<file path="src/rtl/dpwm_multicanal.sv">
// N-channel digital PWM with button editing of duty, prescaler and selected channel.
// Optional macro DPWM_FASE_EN phase-staggers the channels by 1/N_CH of a period.
module dpwm_multicanal #(
    parameter int N_CH    = 4,
    parameter int RES     = 10,
    parameter int PRESC_W = 8,
    localparam int CH_W   = (N_CH > 1) ? $clog2(N_CH) : 1
) (
    input  logic               clk,
    input  logic               reset,
    input  logic               aumentar,
    input  logic               disminuir,
    input  logic               seleccion,
    output logic [N_CH-1:0]    pwm,
    output logic [1:0]         modo,
    output logic [CH_W-1:0]    canal_sel,
    output logic [RES-1:0]     duty_sel,
    output logic [PRESC_W-1:0] presc,
    output logic               fin_periodo
);

    typedef enum logic [1:0] {
        M_DUTY  = 2'd0,
        M_FREC  = 2'd1,
        M_CANAL = 2'd2
    } mode_t;

    localparam logic [RES-1:0]     DUTY_MAX   = '1;
    localparam logic [PRESC_W-1:0] PRESC_MAX  = '1;
    localparam logic [CH_W-1:0]    CH_LAST    = CH_W'(N_CH - 1);
    localparam int                 PHASE_STEP = (1 << RES) / N_CH;

    logic aum_q, dis_q, sel_q;
    logic up_ev, dn_ev, sel_ev, up, dn;

    mode_t state, state_nxt;

    logic [RES-1:0]     shadow     [N_CH];
    logic [RES-1:0]     shadow_nxt [N_CH];
    logic [RES-1:0]     active     [N_CH];
    logic [RES-1:0]     cmp        [N_CH];
    logic [PRESC_W-1:0] presc_nxt;
    logic [CH_W-1:0]    canal_nxt;

    logic [PRESC_W-1:0] div;
    logic [RES-1:0]     cnt;
    logic               tick, wrap;

    // NOTE: sequential state uses non-blocking assignments so every flop samples pre-edge values.
    always_ff @(posedge clk or negedge reset) begin
        if (!reset) begin
            aum_q <= 1'b0;
            dis_q <= 1'b0;
            sel_q <= 1'b0;
        end else begin
            aum_q <= aumentar;
            dis_q <= disminuir;
            sel_q <= seleccion;
        end
    end

    assign up_ev  = aumentar  & ~aum_q;
    assign dn_ev  = disminuir & ~dis_q;
    assign sel_ev = seleccion & ~sel_q;
    // Opposing presses in the same cycle cancel each other out.
    assign up     = up_ev & ~dn_ev;
    assign dn     = dn_ev & ~up_ev;

    always_ff @(posedge clk or negedge reset) begin
        if (!reset) state <= M_DUTY;
        else        state <= state_nxt;
    end

    // NOTE: every always_comb output gets a default first, so no path can infer a latch.
    always_comb begin
        state_nxt = state;
        if (sel_ev) begin
            case (state)
                M_DUTY:  state_nxt = M_FREC;
                M_FREC:  state_nxt = M_CANAL;
                default: state_nxt = M_DUTY;
            endcase
        end
    end

    always_comb begin
        modo = state;
    end

    // Edits act on the mode held before any simultaneous seleccion event.
    always_comb begin
        shadow_nxt = shadow;
        presc_nxt  = presc;
        canal_nxt  = canal_sel;
        case (state)
            M_DUTY: begin
                if (up && shadow[canal_sel] != DUTY_MAX)
                    shadow_nxt[canal_sel] = shadow[canal_sel] + 1'b1;
                else if (dn && shadow[canal_sel] != '0)
                    shadow_nxt[canal_sel] = shadow[canal_sel] - 1'b1;
            end
            M_FREC: begin
                if (up && presc != PRESC_MAX)
                    presc_nxt = presc + 1'b1;
                else if (dn && presc != '0)
                    presc_nxt = presc - 1'b1;
            end
            M_CANAL: begin
                if (up)
                    canal_nxt = (canal_sel == CH_LAST) ? '0 : canal_sel + 1'b1;
                else if (dn)
                    canal_nxt = (canal_sel == '0) ? CH_LAST : canal_sel - 1'b1;
            end
            default: ;
        endcase
    end

    // NOTE: the duty arrays are small flop banks, not RAM, so they reset like any register.
    always_ff @(posedge clk or negedge reset) begin
        if (!reset) begin
            for (int i = 0; i < N_CH; i++) begin
                shadow[i] <= '0;
                active[i] <= '0;
            end
            presc     <= '0;
            canal_sel <= '0;
        end else begin
            shadow    <= shadow_nxt;
            presc     <= presc_nxt;
            canal_sel <= canal_nxt;
            if (wrap) active <= shadow_nxt;
        end
    end

    assign duty_sel = shadow[canal_sel];

    // Compare with >= so a prescaler lowered below div reloads on the next cycle.
    assign tick        = (div >= presc);
    assign wrap        = tick && (cnt == DUTY_MAX);
    assign fin_periodo = wrap;

    always_ff @(posedge clk or negedge reset) begin
        if (!reset) begin
            div <= '0;
            cnt <= '0;
        end else begin
            div <= tick ? '0 : div + 1'b1;
            if (tick) cnt <= cnt + 1'b1;
        end
    end

    always_comb begin
        for (int i = 0; i < N_CH; i++) begin
`ifdef DPWM_FASE_EN
            cmp[i] = cnt + RES'(i * PHASE_STEP);
`else
            cmp[i] = cnt;
`endif
        end
    end

    always_ff @(posedge clk or negedge reset) begin
        if (!reset) begin
            pwm <= '0;
        end else begin
            for (int i = 0; i < N_CH; i++)
                pwm[i] <= (cmp[i] < active[i]);
        end
    end

endmodule

</file>
<file path="config.mk">
export PLATFORM = sky130hd
export DESIGN_NAME = dpwm_multicanal
export DESIGN_NICKNAME = d
export VERILOG_FILES = /design/src/rtl/dpwm_multicanal.sv
export SDC_FILE = /design/constraint.sdc
export NUM_CORES = 1
export LEC_CHECK = 0
export ABC_AREA = 1
export CAP_MARGIN = 20
export CORE_MARGIN = 5
export CORE_UTILIZATION = 56
export CTS_CLUSTER_SIZE = 40
export DETAILED_ROUTE_END_ITERATION = 12
export PLACE_DENSITY = 0.79
export SYNTH_ARGS = -nofsm -noshare
export SYNTH_HDL_FRONTEND = slang
export SYNTH_SLANG_ARGS = --single-unit
</file>
<file path="constraint.sdc">
create_clock -name clk -period 2.4 [get_ports clk]
set_input_delay 0.36 -clock clk [delete_from_list [all_inputs] [get_ports clk]]
set_output_delay 0.36 -clock clk [all_outputs]
set_load 0.05 [all_outputs]
</file>
==> metrics.yaml <==
synth.mux.area_fraction: 0
timing.setup.tns_ps: -11460
placed_cells_incl_taps: 1482
clock_period_minus_final_worst_setup_slack_ps: 2740
report.final.setup_viol: 76
root_buffer: "clkbuf_16"
count_of_different_cell_masters_after_synthesis: 39
worst_hold_path_type: "primary input to register"
area.growth.synth_to_final_pct: 46.1
max_slew_margin: 0.583
share_of_the_synthesized_netlist_area_taken_by_xor_and_xnor_gates: 0.0222
cap_viol_max_count: 0
drt_wl_total_um: 34400
dieHeight_um: 132
total_power_mw: 17.7
worst-setup-path-type: "register to primary output"
worst_ep_required_time_ps: 2040
detail-route-antenna-nets: 0
pwr-share-clk: 0.147
finalHoldViolCount: 0
cp_data_arrival_time_ps: 2380
p_switching_mw: 8.96
drt-vias-per-instance: 6.35
worst_clock_skew_ps: 10.6
worst_hold_path.num_cells: 1
max-vdd-ir-drop_v: 0.00100
pwr_density_cell_mw_per_mm2: 1460
synth_fp_nets: 1263
ys.flop_type: "dfrtp_1"
grt_start_max_net_pins: 52
met3WireLength_um: 3910
place.gp.congestion: 0.938
drcViolationCount: 0
synth-compound-area-share: 0.0741
path_depth: 9
drive_gt1_frac: 0.330
async_set_or_reset_flop_fraction_in_the_synthesized_netlist: 1.00
r2r_start: "div[7]$_DFF_PN0_"
portBuffers: 31
multi_input_comb_area_sq_mm: 0.00558
core-area_sq_mm: 0.0145
drt-initial-drc-count: 1525
detailed_place.area_sq_mm: 0.00981
layout_worst_path_cycle_share: 1.14
cell_internal_pwr_mw: 8.75
cpLargestDelayFamily: "simple AND/OR/NAND/NOR gates"
r2r-end: "active[10]$_DFFE_PN0P_"
htree_num_levels: 4
synth.ff_latch_count: 117
synth.area.top_cells: "dfrtp_1 35%, nand2_1 21%, ha_1 9.1%, nand3_1 6.3%, inv_1 5.5%"
fp.dieW_um: 132
globalRoute.totalOverflow: 0
post-synth-top-count-cell: "nand2_1"
wire_length_of_the_first_global_routing_pass_um: 42600
worst-r2r-cell-count: 15
clk_pin_slew_worst_paths_ps: 60
fillCellCount: 754
synth_enable_flop_cells: 0
slew_viols_final: 0
ys_seq_area_frac: 0.353
ff2ff_setup_slack_ps: -330
detail_route.wirelength.met1_um: 11800
min_from: "disminuir"
clock_insertion_delay_worst_skew_ps: 430
num_antenna_cells: 0
run_status: "complete, but fails checks"
design_area_sq_mm: 0.0121
worstPathCellList: "ha_4, nand2_4, nor2_4, nand4_1, o2111ai_2, nand4_1, nor3_4, buf_12, buf_12"
initial_utilization: 0.570
floorplan.die_area_sq_mm: 0.0173
drt-pass1-iter-count: 7
drt-wirelength-per-cell_um: 21.8
synth_warnings: 0
netlist.area_leader.share: 0.353
startpoint_types: "register"
power.switching_fraction: 0.506
critPathBufInv: 2
layout_setup_ws_ps: -343
mappedNetlistArea_sq_mm: 0.00829
power.share.combinational: 0.674
critical_path.max_stage_delay_ps: 430
top_layer_used: "met5"
min_to: "dis_q$_DFF_PN0_"
clock_tree.buffer_depth: 2
violations_in_the_final_reports: "negative setup slack"
final_cell_count_no_fill: 1579
post_synth_fa_ha_maj_area_fraction: 0.0930
place.detailed.hpwl_um: 18000
timing.critical_path.to_type: "primary output"
synth_largest_area_cell: "dfrtp_1"
postLayoutCoreUtil: 0.833
cts_tree: "done"
top_cells_by_count_synth: "461 x nand2_1, 121 x inv_1, 117 x dfrtp_1"
via_count: 10000
post_synth.cell_area_avg_sq_um: 6.92
synthSimpleGateAreaFrac: 0.372
timing.critical_path.slowest_stage_cell: "dfrtp_1"
total_routing_usage_reported_by_global_routing: 0.305
setup_repair_after_global_routing_missed_its_margin: "true"
numCtsBuffers: 17
fin_hold_ws_ps: 73.0
relative_contribution_of_sequential_cells_to_total_power: 0.179
leakage_nw: 6.22
synth_top_family_by_area: "simple AND/OR/NAND/NOR gates"
sequential_cell_area_sq_mm: 0.00294
worst-path-max-fanout: 2
fmaxAchievable_mhz: 365
rows: 44
io_pins: 32
cts.sink_count: 117
grt_pass1_vias: 8216
detailroute.wirelength.met2_um: 15700
tightestPinTransition_ps: 625
pre_cts_slack_ps: -468
num-nets-final: 1448
synthesized_instance_count: 1197
initial_antenna_violation_count: 1
worst reg2reg max path, stage by stage (launching register included):
cell and delay [ps]:
dfrtp_1 430, ha_4 320, nand2_4 70, nor2_4 110
nand4_1 130, o2111ai_2 120, nand4_1 220, nor3_4 270
buf_12 160, buf_4 110, buf_6 100, buf_8 140
inv_8 70, buf_6 140, nand2_1 60, nand2_1 140
worst max-delay path by stage:
stage | from | to | slack, ps
floorplan | canal_sel[1]$_DFFE_PN0P_ | active[19]$_DFFE_PN0P_ | -80
global placement | disminuir | presc[6]$_DFFE_PN0P_ | -340
detailed placement | disminuir | presc[6]$_DFFE_PN0P_ | -470
CTS | div[4]$_DFF_PN0_ | fin_periodo | -250
global route | presc[3]$_DFFE_PN0P_ | active[10]$_DFFE_PN0P_ | -430
finish | div[7]$_DFF_PN0_ | fin_periodo | -340
flip-flops by register name, indices dropped and copies added (netlist names):
register and count:
div 8, modo 2, dis_q 1, aum_q 1
cnt 10, active 40, presc 8, pwm 4
shadow 40, canal_sel 2, sel_q 1
cells in the final DEF, fill, tap and decap left out, types with 3 or more instances in the layout:
cell and count:
nand2_1 361, buf_4 117, inv_1 110, dfrtp_1 107, nand2_2 88, nand3_1 73, nor2_1 68, ha_1 52
a21oi_1 36, nand3_2 31, buf_12 28, o21ai_0 25, nand2_4 25, clkbuf_16 25, buf_6 20, nor2_4 17
clkdlybuf4s50_1 17, nor2_2 16, a21oi_2 15, xor2_1 15, o21ai_1 15, nand4_1 11, nor3_1 10, nand3_4 9
dfrtp_2 9, clkinvlp_4 7, inv_2 7, ha_4 7, o21ai_2 6, xnor2_1 6, buf_8 5, inv_4 4
clkinv_1 4, a31oi_1 4, nand2_8 4, clkbuf_8 4, o21a_1 3, o31ai_1 3
power by group through the flow:
stage	combinational [mW]	sequential, mW	clock [mW]
floorplan	5.20	3.27	0
global placement	9.06	3.05	0
detailed placement	9.22	3.06	0
CTS	9.97	3.04	2.58
global route	12.6	3.20	2.71
finish	11.9	3.17	2.61
metal layers:
metal  up-vias  track usage
li1       4201            -
met1      4630        0.394
met2       874        0.490
met3       318       0.0696
met4         2        0.139
met5         -            0
kinds of logic after synthesis:
logic type,Yosys count
AND/OR/NAND/NOR,719
buffers and inverters,166
flip-flops,117
AO/OA/AOI/OAI,113
adder cells (fa/ha/maj),61
XOR/XNOR,21
area by class of cell:
cell class | count | area share
well taps | 184 | 0.0190
flip-flops and latches | 117 | 0.243
inverters | 130 | 0.0434
multi-input cells | 916 | 0.461
repair buffers | 200 | 0.184
clock inverters | 11 | 0.0103
clock buffers | 21 | 0.0397
repair_timing:
item                                    in CTS  in global routing
hold buffers                                 1                  0
pin swaps                                   39                 85
endpoints found under the hold margin       37                  0
endpoints found under the setup margin      52                 84
buffers inserted                            24                 24
resized for setup                           85                207
gates cloned                                 4                 12
Note: power is estimated with default switching activity, not from simulation.
==> variant: new RTL, same settings <==
Reset style: synchronous (`reset`), changed in 5 clocked blocks.
--- a/src/rtl/dpwm_multicanal.sv
+++ b/src/rtl/dpwm_multicanal.sv
@@ -48,5 +48,5 @@
 
     // NOTE: sequential state uses non-blocking assignments so every flop samples pre-edge values.
-    always_ff @(posedge clk or negedge reset) begin
+    always_ff @(posedge clk) begin
         if (!reset) begin
             aum_q <= 1'b0;
@@ -67,5 +67,5 @@
     assign dn     = dn_ev & ~up_ev;
 
-    always_ff @(posedge clk or negedge reset) begin
+    always_ff @(posedge clk) begin
         if (!reset) state <= M_DUTY;
         else        state <= state_nxt;
@@ -117,5 +117,5 @@
 
     // NOTE: the duty arrays are small flop banks, not RAM, so they reset like any register.
-    always_ff @(posedge clk or negedge reset) begin
+    always_ff @(posedge clk) begin
         if (!reset) begin
             for (int i = 0; i < N_CH; i++) begin
@@ -140,5 +140,5 @@
     assign fin_periodo = wrap;
 
-    always_ff @(posedge clk or negedge reset) begin
+    always_ff @(posedge clk) begin
         if (!reset) begin
             div <= '0;
@@ -160,5 +160,5 @@
     end
 
-    always_ff @(posedge clk or negedge reset) begin
+    always_ff @(posedge clk) begin
         if (!reset) begin
             pwm <= '0;
Behaviour: differs if reset is asserted again (counterexample within 4 cycles, from zero or initial values and one cycle with reset low); with reset held inactive, the same outputs for 10 cycles.
==> variant against the original RTL <==
Area after synthesis fell by 4.4%. Global-route usage fell by 3.1 points. Non-clock buffer count fell by 77. Sequential cell count did not move. Worst setup slack improved by 0.38 ns. Core utilization fell by 11 points. Routed wire length fell by 33%. Design area fell by 17%.
Power is not compared: it rests on default switching activity, and its combinational part moved more than twofold at a synthesized area within 25%.
==> variant: results (changes against the original RTL) <==
[route]
wl_per_cell_um = 15.32  ; -30%
num_vias = 8433  ; -16%
first_iter_violations = 868  ; -43%
dr.pass1.iters = 6  ; -1

[cells_and_area]
layoutNonFillerInstCount = 1511  ; -4.3%
drive_above_1_share_pct = 17.58  ; -15 points

[global_routing]
grt_usage_pct = 27.40  ; -3.1 points
grt_pass1_wl_um = 36800  ; -14%
antenna_found_initial = 0  ; -1
grt_max_degree = 40  ; -23%
grt_pass1_vias = 7740  ; -5.8%

[synth]
ys_seq_area_share_pct = 29.56  ; -5.8 points
synthArstFlopShare_pct = 0  ; -100 points
synth-adder-area-share_pct = 9.728  ; +0.43 points
synth_area_leaders = dfxtp_1 (30%), nand2_1 (16%), ha_1 (9.5%)
synth-xor-area-share_pct = 1.990  ; -0.23 points
avgSynthCellArea_um2 = 6.452  ; -6.8%
ys_top_cells_by_count = nand2_1 (347), inv_1 (145), nor2_1 (121)
synth_compound_area_share_pct = 14.36  ; +6.9 points
ys.flop_type = dfxtp_1
syn-num-nets = 1294  ; +2.5%
synth.distinct_cells = 41  ; +5.1%

[placement]
dp_cells = 1446  ; -2.4%
gp_congestion = 0.9108  ; -2.9%
place_hpwl_um = 15510  ; -14%
placed_area_um2 = 8743  ; -11%

[setup_path]
crit_path_max_incr_delay_ns = 0.36  ; -0.07 ns
r2r_setup_slack_ns = 0.09  ; +0.42 ns
critPathArrivalTime_ns = 2.00  ; -0.38 ns
worstReg2RegStart = canal_sel[0]$_SDFFE_PN0P_
r2r_end = active[4]$_SDFFE_PN0P_
worst-r2r-cell-count = 19  ; +4
slowest_stage = dfxtp_2

[timing]
fin_worst_skew_ns = 0.009539  ; -0.001075 ns
tightest_slew_ns = 0.5457  ; -0.07971 ns

[run_status]
status = completed

[worst_hold_path]
hold_start = div[0]$_SDFF_PP0_
holdPathEnd = div[0]$_SDFF_PP0_
hold_class = flop to flop

variant: final cells by class:
| type | instances | area, µm² |
|---|---|---|
| Sequential cell | 117 | 2375 |
| Clock buffer | 21 | 460.4 |
| Fill cell | 1115 | 3844 |
| Tap cell | 180 | 225.2 |
| Multi-Input combinational cell | 908 | 5025 |
| Inverter | 152 | 589.3 |
| Clock inverter | 10 | 202.7 |
| Timing Repair Buffer | 123 | 1160 |
variant: repair_timing:
item                                    4_1_cts  5_1_grt
hold buffers                                  0        0
pin swaps                                     6       25
buffers inserted                              5       27
resized for setup                            13       70
endpoints found under the setup margin        1       67
gates cloned                                  0        2
variant: kinds of logic (layout without fill, tap and decap cells):
logic type,Yosys count,in the layout
AOI/OAI and AO/OA,209,209
and+or+nand+nor,620,620
xor gates and xnor gates,18,18
DFF,117,117
buffers and inverters,203,306
adders and majority gates,61,61
variant: how the worst max path moves through the flow:
stage,from,end,slack (ns)
6_report,presc[7]$_SDFFE_PN0P_,fin_periodo,0.04
5_1_grt,canal_sel[0]$_SDFFE_PN0P_,shadow[39]$_SDFF_PN0_,-0.06
4_1_cts,presc[3]$_SDFFE_PN0P_,fin_periodo,0.003
3_5_place_dp,disminuir,presc[7]$_SDFFE_PN0P_,-0.23
3_3_place_gp,aumentar,presc[6]$_SDFFE_PN0P_,-0.21
2_1_floorplan,presc[7]$_SDFFE_PN0P_,fin_periodo,-0.10
variant: stage by stage:
step                hold WS [ns]  util [%]  worst slack, ns
finish                    0.4793     72.31          0.04168
global route              0.5101     72.31         -0.05750
CTS                       0.4792     68.43         0.003486
detailed placement        0.4666     62.99          -0.2272
global placement          0.4467     62.99          -0.2103
floorplan                 0.4297         -          -0.1041
variant: worst max-delay path: cells and delay by family (launching register included):
kind	cells	cell delay (ns)
adders and majority gates	1	0.28
buffers and inverters	3	0.26
DFF	1	0.36
and+or+nand+nor	7	0.68
variant: routing by layer:
| layer | wire [µm] | global-route usage [%] |
|---|---|---|
| met5 | 0 | 0 |
| met4 | 868 | 11.30 |
| met3 | 1532 | 5.147 |
| met2 | 11090 | 45.43 |
| met1 | 9651 | 35.05 |
variant: power by group through the flow:
stage / clock network (mW) / logic [mW] / registers [mW]
final: 2.89 / 2.31 / 2.17
after floorplan: 0 / 1.33 / 2.29
after global routing: 3.02 / 2.53 / 2.18
after CTS: 2.91 / 2.05 / 2.17
after detailed placement: 0 / 2.02 / 2.21
after global placement: 0 / 2.00 / 2.21
